[src/rtl/proc_run_ctrl_if.sv]
// Host load stream and instruction-memory write port of the run controller.
interface proc_run_ctrl_if #(
  parameter int ADDR_W = 9,
  parameter int DATA_W = 32
);
  logic              ld_valid;
  logic [DATA_W-1:0] ld_data;
  logic              ld_last;
  logic              ld_ready;
  logic              mem_we;
  logic [ADDR_W-1:0] mem_a;
  logic [DATA_W-1:0] mem_d;

  // controller side
  modport slave  (input  ld_valid, ld_data, ld_last,
                  output ld_ready, mem_we, mem_a, mem_d);
  // host / memory side
  modport master (output ld_valid, ld_data, ld_last,
                  input  ld_ready, mem_we, mem_a, mem_d);
endinterface

[src/rtl/proc_run_ctrl.sv]
// Load/run sequencer in front of the Proc core: streams a program into
// instruction memory, then runs exec until halt-PC, budget or abort.
module proc_run_ctrl #(
  parameter int ADDR_W    = 9,
  parameter int DATA_W    = 32,
  parameter int MAX_WORDS = 512,
  parameter int CYC_W     = 32
) (
  input  logic               clk,
  input  logic               rst,
  proc_run_ctrl_if.slave     bus,
  input  logic               start_load,
  input  logic               run_start,
  input  logic [CYC_W-1:0]   run_cycles,
  input  logic [31:0]        halt_pc,
  input  logic [31:0]        pc_in,
  input  logic               abort,
  output logic               exec,
  output logic               busy,
  output logic               done,
  output logic [1:0]         status,
  output logic [ADDR_W:0]    words_loaded,
  output logic [CYC_W-1:0]   cycles_run
);

  typedef enum logic [1:0] {S_IDLE, S_LOAD, S_RUN, S_DONE} state_e;

  localparam logic [1:0] ST_HALT   = 2'b00;
  localparam logic [1:0] ST_BUDGET = 2'b01;
  localparam logic [1:0] ST_OVF    = 2'b10;
  localparam logic [1:0] ST_ABORT  = 2'b11;
  // words_loaded doubles as the write address; this is the last legal slot
  localparam logic [ADDR_W:0] LAST_IDX = (ADDR_W+1)'(MAX_WORDS - 1);

  state_e              state_q, state_d;
  logic                ld_ready_q, ld_ready_d;
  logic                mem_we_q, mem_we_d;
  logic [ADDR_W-1:0]   mem_a_q, mem_a_d;
  logic [DATA_W-1:0]   mem_d_q, mem_d_d;
  logic                exec_q, exec_d;
  logic                busy_q, busy_d;
  logic                done_q, done_d;
  logic [1:0]          status_q, status_d;
  logic [ADDR_W:0]     words_q, words_d;
  logic [CYC_W-1:0]    cyc_q, cyc_d;
  logic [CYC_W-1:0]    budget_q, budget_d;
  logic [CYC_W-1:0]    cyc_inc;

  // Next-state and registered-output computation
  always_comb begin
    state_d    = state_q;
    ld_ready_d = 1'b0;
    mem_we_d   = 1'b0;
    mem_a_d    = mem_a_q;
    mem_d_d    = mem_d_q;
    exec_d     = 1'b0;
    status_d   = status_q;
    words_d    = words_q;
    cyc_d      = cyc_q;
    budget_d   = budget_q;
    cyc_inc    = (cyc_q == '1) ? cyc_q : cyc_q + 1'b1;

    case (state_q)
      S_IDLE, S_DONE: begin
        if (start_load) begin
          state_d    = S_LOAD;
          words_d    = '0;
          ld_ready_d = 1'b1;
        end else if (run_start) begin
          cyc_d    = '0;
          budget_d = run_cycles;
          if (run_cycles == '0) begin
            state_d  = S_DONE;
            status_d = ST_BUDGET;
          end else begin
            state_d = S_RUN;
            exec_d  = 1'b1;
          end
        end
      end
      S_LOAD: begin
        if (abort) begin
          state_d  = S_DONE;
          status_d = ST_ABORT;
        end else begin
          ld_ready_d = 1'b1;
          if (bus.ld_valid && ld_ready_q) begin
            mem_we_d = 1'b1;
            mem_a_d  = words_q[ADDR_W-1:0];
            mem_d_d  = bus.ld_data;
            words_d  = words_q + 1'b1;
            if (bus.ld_last) begin
              state_d    = S_IDLE;
              ld_ready_d = 1'b0;
            end else if (words_q == LAST_IDX) begin
              state_d    = S_DONE;
              status_d   = ST_OVF;
              ld_ready_d = 1'b0;
            end
          end
        end
      end
      S_RUN: begin
        // exec was high this cycle, so it is counted whatever ends the run
        cyc_d = cyc_inc;
        if (abort) begin
          state_d  = S_DONE;
          status_d = ST_ABORT;
        end else if (pc_in == halt_pc) begin
          state_d  = S_DONE;
          status_d = ST_HALT;
        end else if (cyc_inc == budget_q) begin
          state_d  = S_DONE;
          status_d = ST_BUDGET;
        end else begin
          exec_d = 1'b1;
        end
      end
      default: state_d = S_IDLE;
    endcase

    busy_d = (state_d == S_LOAD) || (state_d == S_RUN);
    done_d = (state_d == S_DONE);
  end

  // State and output registers with synchronous reset
  always_ff @(posedge clk) begin
    if (rst) begin
      state_q    <= S_IDLE;
      ld_ready_q <= 1'b0;
      mem_we_q   <= 1'b0;
      mem_a_q    <= '0;
      mem_d_q    <= '0;
      exec_q     <= 1'b0;
      busy_q     <= 1'b0;
      done_q     <= 1'b0;
      status_q   <= '0;
      words_q    <= '0;
      cyc_q      <= '0;
      budget_q   <= '0;
    end else begin
      state_q    <= state_d;
      ld_ready_q <= ld_ready_d;
      mem_we_q   <= mem_we_d;
      mem_a_q    <= mem_a_d;
      mem_d_q    <= mem_d_d;
      exec_q     <= exec_d;
      busy_q     <= busy_d;
      done_q     <= done_d;
      status_q   <= status_d;
      words_q    <= words_d;
      cyc_q      <= cyc_d;
      budget_q   <= budget_d;
    end
  end

  assign bus.ld_ready = ld_ready_q;
  assign bus.mem_we   = mem_we_q;
  assign bus.mem_a    = mem_a_q;
  assign bus.mem_d    = mem_d_q;
  assign exec         = exec_q;
  assign busy         = busy_q;
  assign done         = done_q;
  assign status       = status_q;
  assign words_loaded = words_q;
  assign cycles_run   = cyc_q;

endmodule

[src/flat_wrapper.sv]
// flat-port wrapper written by rule: the top's interface ports become plain ports
module proc_run_ctrl_flat 
#(
  parameter int ADDR_W    = 9,
  parameter int DATA_W    = 32,
  parameter int MAX_WORDS = 512,
  parameter int CYC_W     = 32
)
  (clk, rst, start_load, run_start, run_cycles, halt_pc, pc_in, abort, exec, busy, done, status, words_loaded, cycles_run, bus_ld_valid, bus_ld_data, bus_ld_last, bus_ld_ready, bus_mem_we, bus_mem_a, bus_mem_d);
  proc_run_ctrl_if #(.ADDR_W(ADDR_W), .DATA_W(DATA_W)) bus_i ();
  input  logic clk;
  input  logic rst;
  input  logic start_load;
  input  logic run_start;
  input  logic [CYC_W-1:0] run_cycles;
  input  logic [31:0] halt_pc;
  input  logic [31:0] pc_in;
  input  logic abort;
  output logic exec;
  output logic busy;
  output logic done;
  output logic [1:0] status;
  output logic [ADDR_W:0] words_loaded;
  output logic [CYC_W-1:0] cycles_run;
  input wire logic [$bits(bus_i.ld_valid)-1:0] bus_ld_valid;
  input wire logic [$bits(bus_i.ld_data)-1:0] bus_ld_data;
  input wire logic [$bits(bus_i.ld_last)-1:0] bus_ld_last;
  output wire logic [$bits(bus_i.ld_ready)-1:0] bus_ld_ready;
  output wire logic [$bits(bus_i.mem_we)-1:0] bus_mem_we;
  output wire logic [$bits(bus_i.mem_a)-1:0] bus_mem_a;
  output wire logic [$bits(bus_i.mem_d)-1:0] bus_mem_d;
  assign bus_i.ld_valid = bus_ld_valid;
  assign bus_i.ld_data = bus_ld_data;
  assign bus_i.ld_last = bus_ld_last;
  assign bus_ld_ready = bus_i.ld_ready;
  assign bus_mem_we = bus_i.mem_we;
  assign bus_mem_a = bus_i.mem_a;
  assign bus_mem_d = bus_i.mem_d;
  proc_run_ctrl #(.ADDR_W(ADDR_W), .DATA_W(DATA_W), .MAX_WORDS(MAX_WORDS), .CYC_W(CYC_W)) u_core (.clk(clk), .rst(rst), .bus(bus_i), .start_load(start_load), .run_start(run_start), .run_cycles(run_cycles), .halt_pc(halt_pc), .pc_in(pc_in), .abort(abort), .exec(exec), .busy(busy), .done(done), .status(status), .words_loaded(words_loaded), .cycles_run(cycles_run));
endmodule
[config.mk]
export PLATFORM = sky130hd
export DESIGN_NAME = proc_run_ctrl_flat
export DESIGN_NICKNAME = d
export VERILOG_FILES = /design/src/rtl/proc_run_ctrl_if.sv /design/src/rtl/proc_run_ctrl.sv /design/src/flat_wrapper.sv
export SDC_FILE = /design/constraint.sdc
export NUM_CORES = 1
export LEC_CHECK = 0
export CAP_MARGIN = 40
export CORE_ASPECT_RATIO = 1.1
export CORE_MARGIN = 8
export CORE_UTILIZATION = 41
export DETAILED_ROUTE_END_ITERATION = 10
export PLACE_DENSITY = 0.72
export SLEW_MARGIN = 20
export SYNTH_ARGS = -nofsm -noshare
export SYNTH_HDL_FRONTEND = slang
export SYNTH_SLANG_ARGS = --single-unit
[constraint.sdc]
create_clock -name clk -period 11.2 [get_ports clk]
set_input_delay 1.12 -clock clk [delete_from_list [all_inputs] [get_ports clk]]
set_output_delay 1.12 -clock clk [all_outputs]
set_load 0.01 [all_outputs]
## After elaboration in Yosys (flattened, before gate mapping)

Cells that the tools add are included.

| storage, ports and cells | value |
|---|---|
| output and inout bits | 90 |
| logic and storage cells | 94 |
| register bits after elaboration | 124 |
| bits of input ports | 135 |

| cells by class | value |
|---|---|
| reduce and logical (&&, ||, !) cells | 13 |
| equality and inequality tests | 20 |
| multiplexer cells | 44 |
| bitwise operators | 3 |
| $add $sub $neg | 2 |

Operator list:

| operator | number |
|---|---|
| 2-to-1 mux 32 bit | 3 |
| equality test 32 bit | 2 |
| one-hot mux 32 bit (2 select lines) | 1 |
| 2-to-1 mux 2 bit | 19 |
| adder 32 x 1 -> 32 bit (second input constant) | 1 |
| equality test 32 bit (second input constant) | 1 |
| logical NOT 32 bit | 1 |
| 2-to-1 mux 10 bit | 3 |
| one-hot mux 10 bit (2 select lines) | 1 |
| 2-to-1 mux 1 bit | 13 |
| one-hot mux 2 bit (3 select lines) | 2 |
| adder 10 x 1 -> 10 bit (second input constant) | 1 |
| equality test 10 x 9 -> 1 bit (second input constant) | 1 |
| AND reduction 3 bit | 3 |
| equality test 2 bit (second input constant) | 4 |
| != test 2 bit (second input constant) | 4 |
| AND reduction 7 bit | 1 |
| != test 3 x 2 -> 1 bit (second input constant) | 2 |
| equality test 2 x 1 -> 1 bit (second input constant) | 2 |
| != test 2 x 1 -> 1 bit (second input constant) | 2 |
| != test 4 x 2 -> 1 bit (second input constant) | 1 |
| one-hot mux 1 bit (2 select lines) | 2 |
| AND reduction 4 bit | 1 |
| nonzero test 2 bit | 2 |
| 7 further kinds | 9 |

## Logic depth before layout (Yosys ltp)

Gate-level depths: netlist (run 1).

| depth | value |
|---|---|
| word-level depth | 9 |
| mapped depth | 14 |
| gate-level depth less buffers | 12 |

## Worst setup path before layout (run 1)

OpenSTA, ideal clock, no wires.

| path | value |
|---|---|
| kind | flip-flop to flip-flop |
| start | register u_core.cyc_q[0] (netlist: u_core.cycles_run[0]) |
| end | register u_core.busy_q (netlist: u_core.busy) |
| cell stages (with the launch flop) | 14 |
| slack | 7599 ps |
| arrival time | 3473 ps |
| setup time | 128 ps |
| required time | 11072 ps |
| period minus slack after synthesis | 3601 ps |
| cell sequence | dfxtp_1 ha_1 buf_2 nand3_1 or4_4 or4_1 a21oi_1 a2111oi_0 and4_1 and3_4 a311oi_4 a211oi_1 ha_1 nor2b_1 |

| between the ends | value |
|---|---|
| cells in the longest elaborated chain, start to end | 9 |
| elaborated cells on any way between the ends | 11 |

RTL lines:

| element | line | RTL |
|---|---|---|
| from (decl) | proc_run_ctrl.sv:45 | `logic [CYC_W-1:0] cyc_q, cyc_d;` |
| from (signal assigned) | proc_run_ctrl.sv:152 | `cyc_q <= cyc_d;` |
| adder 32 x 1 -> 32 bit / equality test 32 bit (equally long branches) | proc_run_ctrl.sv:61 | `cyc_inc = (cyc_q == '1) ? cyc_q : cyc_q + 1'b1;` |
| 2-to-1 mux 32 bit * | proc_run_ctrl.sv:61 |  |
| equality test 32 bit * | proc_run_ctrl.sv:112 | `end else if (cyc_inc == budget_q) begin` |
| 2-to-1 mux 2 bit * | proc_run_ctrl.sv:112 |  |
| 2-to-1 mux 2 bit * | proc_run_ctrl.sv:109 | `end else if (pc_in == halt_pc) begin` |
| 2-to-1 mux 2 bit * | proc_run_ctrl.sv:106 | `if (abort) begin` |
| one-hot mux 2 bit (3 select lines) * | proc_run_ctrl.sv:63 | `case (state_q)` |
| named net u_core.state_d[0] | proc_run_ctrl.sv:35 | `state_e state_q, state_d;` |
| equality test 2 x 1 -> 1 bit / equality test 2 bit (equally long branches) | proc_run_ctrl.sv:122 | `busy_d = (state_d == S_LOAD) \|\| (state_d == S_RUN);` |
| logical OR 1 bit * | proc_run_ctrl.sv:122 |  |
| named net u_core.busy_d | proc_run_ctrl.sv:41 | `logic busy_q, busy_d;` |
| to (signal assigned) | proc_run_ctrl.sv:148 | `busy_q <= busy_d;` |
| to (decl) | proc_run_ctrl.sv:41 |  |

Mark *: on every way through the listed nets, which the timed path passes. The rest lies on a longest branch.
A chain may end at the register's enable or synchronous reset.

## Worst setup path in the final report (run 1)

| path | value |
|---|---|
| start | register u_core.cyc_q[1] (netlist: u_core.cycles_run[1]) |
| end | register u_core.busy_q (netlist: u_core.busy) |

Same word-level chain as after synthesis.

==> results.yml, run 1 <==
cells_and_area:
  drive_gt1_share_pct: 6.16
  most-common-layout-cells: "clkdlybuf4s50_1, nand2_1, dfxtp_1"
  syn2layout_area_growth_pct: 42.3
  seqCellArea_um2: 2480
  stdcell_area_um2: 9830
  multi_input_area_um2: 4140
  fill_cells: 1466
  final_common_cell: "clkdlybuf4s50_1"
  final_nets: 1247
  antenna_cells: 0
  stdcell_count: 1324
cts:
  clock_latency_ns: 0.43
  htree_num_levels: 4
  clk_pin_slew_ns: 0.06
  cts.sinks: 124
  tritoncts: "done"
  post_cts_buffers: 0
  cts_made_buffers: 17
  root_buffer: "clkbuf_16"
  post_cts_resize_count: 0
  clockBufferDepth: 2
  holdBufCountCts: 0
min_path:
  hold_start: "u_core.bus.mem_d[9]$_SDFFE_PP0P_"
  whs_endpoint: "u_core.bus.mem_d[9]$_SDFFE_PP0P_"
  min_path_cells: 2
  hold_class: "flop to flop"
die:
  core-area_um2: 16400
  io_pins: 225
  start_util_pct: 42.0
  die_y_um: 152
  die_area_um2: 21300
  die_w_um: 140
  rows: 49
logic_synthesis:
  yosysSeqAreaShare_pct: 35.9
  syn_area_um2: 6910
  yosysUniqueCellTypes: 68
  yosys_warnings: 0
  ys_ff_latch: 124
  syn_area_per_cell_um2: 7.56
  synthCells: 913
  synth-edff-count: 0
  ys.flop_type: "dfxtp_1"
  synth_nets: 1053
  async_flop_share_pct: 0
drt:
  wl_per_cell_um: 18.6
  drt_iter0_markers: 638
  met3WireLength_um: 2170
  wl_met1_um: 10000
  num_vias: 7452
  wl_um: 24600
  drt-vias-per-instance: 5.63
  routed.top_layer: "met4"
  ant_nets: 0
  first_pass_iters: 5
  met2_length_um: 11700
  drc: 0
placed_design:
  dp_slack_ns: 7.10
  place_inst: 1291
  gp_congestion: 0.957
  dpl_cell_area_um2: 9250
  dp_hpwl_um: 18700
  port-buffer-count: 224
worst_setup_path:
  startpoint: "u_core.cycles_run[1]$_SDFFE_PP0P_"
  critPathKind: "flop to flop"
  regToRegStartpoint: "u_core.cycles_run[1]$_SDFFE_PP0P_"
  cp-end-kind: "flop"
  crit_required_ns: 11.48
  r2r_slack_ns: 7.14
  reg2reg_to: "u_core.busy$_SDFF_PP0_"
  reg2reg_depth: 12
  startpoint_type: "flop"
  critPathMaxFanout: 10
  cp.arrival_ns: 4.35
power:
  powerDensity_nw_per_um2: 130
  p_leak_nw: 3.33
  peakVddDrop_mv: 0.0938
outcome:
  status: "finished clean"
sta:
  finalSetupViolCount: 0
  tightest_slew_ns: 0.813
  finalCriticalPeriod_ns: 4.06
  finalCritPeriodShare_pct: 36.3
  relSlewSlack_pct: 45.8
  rsz0062_at_grt: "no"
  drv_slew: 0
  skew_ns: 0.00671
  hold_viol: 0
  fin_ws_ns: 7.14
  holdWs_ns: 0.451
  setup_tns_ns: 0
  timing.fmax_mhz: 246
global_route:
  grt.total_usage_pct: 22.9
  grt_overflow_total: 0
  grt_max_degree: 78
  grt_pass1_vias: 7165
  antenna_found_initial: 0
  grt_first_pass_wirelength_um: 39100
job:
  maxCapViolCount: 0
final cells by class:
type                    count  share of cell area [%]
multi-input cells         718                    42.1
repair buffers            235                    23.7
clock buffers              18                    4.47
inverters                  11                   0.420
flip-flops and latches    124                    25.3
clock inverters            14                    1.39
well taps                 204                    2.60
per-layer routing:
metal | vias up | GRT usage [%]
li1 | 3626 | -
met1 | 3468 | 27.1
met2 | 305 | 36.9
met3 | 53 | 7.83
met4 | 0 | 9.89
met5 | - | 0
power by group:
part	internal (mW)	switching, mW	total [mW]	leakage, nW
Clock	0.315	0.224	0.539	0.273
Sequential	0.462	0.0204	0.483	1.00
Combinational	0.122	0.137	0.259	2.05
worst max-delay path by stage:
stage	endpoint	cells past startpoint
after global placement	u_core.cycles_run[1]$_SDFFE_PP0P_	7
after CTS	u_core.busy$_SDFF_PP0_	12
after floorplan	u_core.busy$_SDFF_PP0_	13
after detailed placement	u_core.busy$_SDFF_PP0_	12
after global routing	u_core.busy$_SDFF_PP0_	13
final	u_core.busy$_SDFF_PP0_	12
state kept, by name, summed over array words and instances (netlist names):
name                 count
u_core.budget_q         32
u_core.bus.ld_ready      1
u_core.bus.mem_a         9
u_core.bus.mem_d        32
u_core.bus.mem_we        1
u_core.busy              1
u_core.cycles_run       32
u_core.done              1
u_core.exec              1
u_core.state_q           2
u_core.status            2
u_core.words_loaded     10
critical path, stage by stage, from the launching register on:
cell      delay (ns)
dfxtp_1         0.48
ha_1            0.43
nand3_1         0.29
nor4_2          0.72
nand2_1         0.27
nand3b_1        0.16
nand4_1         0.12
nor4_1          0.41
and3_4          0.27
a311oi_4        0.12
a211oi_1        0.24
ha_1            0.26
nor2b_1         0.12
cells in the mapped netlist (7+ instances only):
master / number / area (um^2)
and4_1: 8 / 70.1
nand4_1: 27 / 169
nand2_1: 198 / 743
xor2_1: 50 / 438
or4_1: 7 / 52.6
dfxtp_1: 124 / 2480
and2_1: 7 / 43.8
nand3_1: 23 / 115
buf_2: 12 / 60.1
nor4_1: 21 / 131
a211oi_1: 10 / 75.1
nor3_1: 13 / 65.1
o21ai_0: 31 / 155
xnor2_1: 29 / 254
inv_1: 11 / 41.3
nor2_1: 61 / 229
a21oi_1: 118 / 591
clkbuf_1: 46 / 173
logic make-up after synthesis:
kind of cell	share of synthesized area (%)
buffers and inverters	4.24
xor gates and xnor gates	10.0
DFF	35.9
and+or+nand+nor	28.4
AOI/OAI and AO/OA	20.0
adders and majority gates	0.906
muxes	0.453
through the flow:
step,power (mW),util [%]
after CTS,1.29,59.8
after detailed placement,0.747,56.3
after floorplan,0.630,-
after global routing,1.34,59.8
after global placement,0.742,56.1
final,1.28,59.8
Power figures use the tool's default switching activity.
==> run 2, diff against run 1 <==
--- a/config.mk
+++ b/config.mk
@@ -10,7 +10,7 @@
 export CORE_MARGIN = 8
 export CORE_UTILIZATION = 41
 export DETAILED_ROUTE_END_ITERATION = 10
-export PLACE_DENSITY = 0.72
+export PLACE_DENSITY = 0.74
 export SLEW_MARGIN = 20
 export SYNTH_ARGS = -nofsm -noshare
 export SYNTH_HDL_FRONTEND = slang
==> constraint.sdc (replaced) <==
create_clock -name clk -period 3.3 [get_ports clk]
set_input_delay 0.33 -clock clk [delete_from_list [all_inputs] [get_ports clk]]
set_output_delay 0.33 -clock clk [all_outputs]
set_load 0.01 [all_outputs]
==> results.yml, run 2 (synthesis results as in run 1) <==
die:
  core-area_um2: 16400
  rows: 49
  die_w_um: 140
  start_util_pct: 42.0
  die_area_um2: 21300
  die_y_um: 152
  io_pins: 225
sta:
  finalCriticalPeriod_ns: 3.31
  finalSetupViolCount: 1
  tightest_slew_ns: 0.673
  relSlewSlack_pct: 55.1
  drv_slew: 0
  finalCritPeriodShare_pct: 100
  timing.fmax_mhz: 302
  rsz0062_at_grt: "yes"
  skew_ns: 0.0135
  setup_tns_ns: -0.0123
  hold_viol: 0
  fin_ws_ns: -0.0123
outcome:
  status: "finished with violations"
  violations: "setup timing"
placed_design:
  dp_hpwl_um: 20700
  dp_slack_ns: -0.00702
  gp_congestion: 0.986
  port-buffer-count: 224
power:
  p_leak_nw: 3.80
  powerDensity_nw_per_um2: 413
  peakVddDrop_mv: 0.323
drt:
  num_vias: 7761
  ant_nets: 0
  drt_iter0_markers: 496
  wl_um: 26900
  drc: 0
  wl_per_cell_um: 19.1
  first_pass_iters: 5
  drt-vias-per-instance: 5.51
worst_setup_path:
  regToRegStartpoint: "u_core.cycles_run[0]$_SDFFE_PP0P_"
  cp_slowest_cell: "or4_4"
  worst-path-buf-inv: 0
  reg2reg_to: "u_core.busy$_SDFF_PP0_"
  critical_path.cell_chain: "ha_2 -> nand3_4 -> or4_4 -> or4_1 -> a21oi_2 -> a2111oi_1 -> and4_1 -> and3_4 -> a311oi_4 -> a211oi_2 -> ha_1 -> nor2b_1"
  r2r_slack_ns: -0.01
  critPathKind: "flop to flop"
  critPathTopFamily: "simple AND/OR/NAND/NOR gates"
  cp.arrival_ns: 3.60
  critPathMaxFanout: 4
  cp-end-kind: "flop"
  crit_required_ns: 3.59
  startpoint_type: "flop"
  reg2reg_depth: 12
  max_stage_delay_ns: 0.51
cts:
  clockBufferDepth: 2
  htree_num_levels: 4
  root_buffer: "clkbuf_16"
  cts_made_buffers: 17
  tritoncts: "done"
  clock_latency_ns: 0.43
  clk_pin_slew_ns: 0.06
  cts.sinks: 124
  holdBufCountCts: 0
cells_and_area:
  final_common_cell: "clkdlybuf4s50_1"
  antenna_cells: 0
  most-common-layout-cells: "clkdlybuf4s50_1, nand2_1, a21oi_1"
  drive_gt1_share_pct: 14.7
  final_nets: 1331
  syn2layout_area_growth_pct: 53.6
global_route:
  grt.total_usage_pct: 25.0
  grt_pass1_vias: 7826
  antenna_found_initial: 0
  grt_max_degree: 60
  grt_first_pass_wirelength_um: 42600
  grt_overflow_total: 0
min_path:
  min_path_cells: 2
  hold_start: "rst"
  whs_endpoint: "u_core.cycles_run[24]$_SDFFE_PP0P_"
  hold_class: "primary input to flop"
job:
  maxCapViolCount: 0
## run 2: changes by cell type in the layout (fill, tap and decap cells not counted), moves of 3 or more
cell	change
a2111oi_0	-3
and4_2	+3
dfxtp_2	+6
buf_4	+84
clkinvlp_4	+3
dfxtp_1	-8
and4_1	-3
## run 2: per-layer routing
metal / GRT usage [%] / vias up / share of wire, %
met5: 0 / - / 0
met4: 10.1 / 0 / 3.5
met3: 8.02 / 62 / 7.4
met2: 41.7 / 279 / 49
met1: 29.0 / 3629 / 40
li1: - / 3791 / -
## run 2: worst reg2reg max path, cell delays in order (launching register included)
cell	delay (ns)
dfxtp_4	0.34
ha_2	0.21
nand3_4	0.11
or4_4	0.51
or4_1	0.50
a21oi_2	0.15
a2111oi_1	0.07
and4_1	0.19
and3_4	0.19
a311oi_4	0.34
a211oi_2	0.14
ha_1	0.31
nor2b_1	0.13
## run 2: area by class of cell
class,instances,area [um^2]
fillers,1502,5820
repair buffers,319,2980
clock inverters,14,138
well taps,204,255
clock buffers,18,439
flip-flops and latches,124,2500
inverters,11,41.3
multi-input cells,718,4260
## run 2: per-stage QoR
stage / utilization, % / cells / area, um^2 / power [mW] / hold WS (ns)
detailed placement: 60.2 / 1373 / 9880 / 2.55 / 0.447
floorplan: - / 913 / 6920 / 2.14 / 0.441
global placement: 60.2 / 1373 / 9880 / 2.54 / 0.441
CTS: 63.7 / 1405 / 10500 / 4.39 / 0.406
finish: 64.6 / 1408 / 10600 / 4.38 / 0.427
global route: 64.6 / 1408 / 10600 / 4.57 / 0.452
## run 2: where the power goes
| group | leakage, nW | switching, mW | internal, mW | total [mW] |
|---|---|---|---|---|
| Combinational | 2.53 | 0.494 | 0.426 | 0.920 |
| Clock | 0.260 | 0.761 | 1.07 | 1.83 |
| Sequential | 1.01 | 0.0627 | 1.57 | 1.63 |
| Total | 3.80 | 1.32 | 3.06 | 4.38 |
## run 2: how the worst max path moves through the flow
stage | cells after the start | to | start | slack (ns)
after floorplan | 13 | u_core.busy$_SDFF_PP0_ | u_core.cycles_run[0]$_SDFFE_PP0P_ | 0.02
after global placement | 12 | u_core.busy$_SDFF_PP0_ | u_core.cycles_run[16]$_SDFFE_PP0P_ | 0.02
after detailed placement | 12 | u_core.busy$_SDFF_PP0_ | u_core.cycles_run[16]$_SDFFE_PP0P_ | -0.007
after CTS | 13 | u_core.busy$_SDFF_PP0_ | u_core.cycles_run[0]$_SDFFE_PP0P_ | 0.02
after global routing | 12 | u_core.busy$_SDFF_PP0_ | u_core.cycles_run[0]$_SDFFE_PP0P_ | -0.12
final | 12 | u_core.busy$_SDFF_PP0_ | u_core.cycles_run[0]$_SDFFE_PP0P_ | -0.01
## run 2: timing repair
action	4_1_cts	5_1_grt
pin swaps	0	4
cloned	0	1
resized for setup	2	28
setup buffers	0	2
setup endpoints to repair	1	5
==> run 3, diff against run 2 <==
--- a/config.mk
+++ b/config.mk
@@ -8,9 +8,11 @@
 export CAP_MARGIN = 40
 export CORE_ASPECT_RATIO = 1.1
 export CORE_MARGIN = 8
-export CORE_UTILIZATION = 41
+export CORE_UTILIZATION = 42
+export CTS_CLUSTER_DIAMETER = 200
 export DETAILED_ROUTE_END_ITERATION = 10
-export PLACE_DENSITY = 0.74
+export MAX_ROUTING_LAYER = met4
+export PLACE_DENSITY = 0.76
 export SLEW_MARGIN = 20
 export SYNTH_ARGS = -nofsm -noshare
 export SYNTH_HDL_FRONTEND = slang
==> results.yml, run 3 (synthesis results as in run 1) <==
power:
  intPower_mw: 3.22
  p_sw_share_pct: 28.2
  combPwrFrac_pct: 20.2
  p_switching_mw: 1.27
  seqPwrFrac_pct: 36.2
  p_leak_nw: 3.93
  peakVddDrop_mv: 0.321
  powerDensity_nw_per_um2: 415
  p_clk_share_pct: 43.5
placed_design:
  port-buffer-count: 224
  dp_slack_ns: 0.0149
  dp_hpwl_um: 19800
  gp_congestion: 1.02
cts:
  holdBufCountCts: 0
  root_buffer: "clkbuf_16"
  cts.sinks: 124
  tritoncts: "done"
  clockBufferDepth: 2
  htree_num_levels: 4
  clk_pin_slew_ns: 0.06
  clock_latency_ns: 0.42
  cts_made_buffers: 17
worst_setup_path:
  regToRegStartpoint: "u_core.cycles_run[0]$_SDFFE_PP0P_"
  critPathKind: "flop to flop"
  startpoint: "u_core.cycles_run[0]$_SDFFE_PP0P_"
  cp.arrival_ns: 3.48
  crit_required_ns: 3.59
  cp-end-kind: "flop"
  reg2reg_depth: 12
  r2r_slack_ns: 0.10
  reg2reg_to: "u_core.busy$_SDFF_PP0_"
  critPathMaxFanout: 5
  startpoint_type: "flop"
min_path:
  min_path_cells: 2
  hold_class: "primary input to flop"
  whs_endpoint: "u_core.bus.mem_a[0]$_SDFFE_PP0P_"
  hold_start: "rst"
sta:
  tightest_slew_ns: 0.635
  drv_slew: 0
  finalSetupViolCount: 0
  relSlewSlack_pct: 57.6
  finalCritPeriodShare_pct: 96.9
  timing.fmax_mhz: 313
  skew_ns: 0.00934
  holdWs_ns: 0.370
  hold_viol: 0
  fin_ws_ns: 0.103
  finalCriticalPeriod_ns: 3.20
drt:
  drc: 0
  wl_um: 26200
  ant_nets: 0
  wl_per_cell_um: 18.4
  drt-vias-per-instance: 5.59
  first_pass_iters: 7
  drt_iter0_markers: 656
  num_vias: 7953
die:
  die_y_um: 150
  die_area_um2: 20800
  start_util_pct: 42.5
  rows: 49
  io_pins: 225
  die_w_um: 138
  core-area_um2: 16200
global_route:
  grt_overflow_total: 0
  grt_pass1_vias: 7835
  antenna_found_initial: 0
  grt.total_usage_pct: 24.5
  grt_max_degree: 48
  grt_first_pass_wirelength_um: 40400
cells_and_area:
  most-common-layout-cells: "clkdlybuf4s50_1, nand2_1, a21oi_1"
  antenna_cells: 0
  final_common_cell: "clkdlybuf4s50_1"
  drive_gt1_share_pct: 16.7
  syn2layout_area_growth_pct: 56.8
  final_nets: 1345
job:
  maxCapViolCount: 0
outcome:
  status: "finished clean"
==> run 3: changes by cell type in the layout (fill, tap and decap cells not counted), sizes merged <==
cell | before | now
clkinv | 1 | 4
buf | 95 | 108
clkdlybuf4s15 | 1 | 0
bufinv | 1 | 3
clkbuf | 18 | 21
clkinvlp | 7 | 4
inv | 16 | 13
==> run 3: metrics by stage <==
stage	cell area (um^2)	instances	power [mW]	setup TNS (ns)	utilization, %
5_1_grt	10800	1422	4.67	-0.0672	66.7
3_5_place_dp	9900	1377	2.54	0	60.9
6_report	10800	1422	4.49	0	66.7
2_1_floorplan	6920	913	2.14	0	-
4_1_cts	10600	1411	4.50	0	64.9
3_3_place_gp	9900	1377	2.53	0	60.9
==> run 3: metal layers <==
| layer | global-route usage, % | routed length (um) |
|---|---|---|
| met5 | - | 0 |
| met3 | 6.97 | 2010 |
| met2 | 41.0 | 12900 |
| met1 | 27.5 | 10400 |
| met4 | 9.24 | 846 |
==> run 3: area by class of cell <==
type | instances | area [um^2]
fillers | 1389 | 5420
clock buffers | 19 | 453
clock inverters | 13 | 165
flip-flops and latches | 124 | 2510
inverters | 11 | 41.3
multi-input cells | 718 | 4290
well taps | 204 | 255
repair buffers | 333 | 3110
==> run 3: power groups by stage <==
stage / registers (mW) / logic [mW] / clock network, mW
floorplan: 1.66 / 0.481 / 0
global placement: 1.65 / 0.873 / 0
detailed placement: 1.66 / 0.881 / 0
CTS: 1.63 / 0.894 / 1.98
global route: 1.63 / 0.999 / 2.04
finish: 1.63 / 0.909 / 1.95
==> run 3: what timing repair did <==
action | in CTS | in global routing
pin swaps | 3 | 16
setup buffers | 2 | 9
gates resized for setup | 3 | 45
gates cloned | 0 | 2
setup endpoints to repair | 1 | 4
==> run 3: worst max path at each step <==
| stage | to | slack [ns] | depth (start not counted) |
|---|---|---|---|
| finish | u_core.busy$_SDFF_PP0_ | 0.10 | 12 |
| global route | u_core.busy$_SDFF_PP0_ | -0.07 | 15 |
| CTS | u_core.busy$_SDFF_PP0_ | 0.001 | 12 |
| detailed placement | u_core.busy$_SDFF_PP0_ | 0.01 | 12 |
| global placement | u_core.busy$_SDFF_PP0_ | 0.05 | 13 |
| floorplan | u_core.busy$_SDFF_PP0_ | 0.02 | 13 |
==> run 3: critical path: stages, from the launching register on <==
cell       delay (ns)
dfxtp_4          0.37
ha_4             0.16
nand3_4          0.10
or4_4            0.52
or4_4            0.50
a21oi_2          0.15
a2111oi_2        0.07
and4_1           0.21
and3_4           0.18
a311oi_4         0.29
a21oi_1          0.11
ha_1             0.29
nor2b_1          0.12
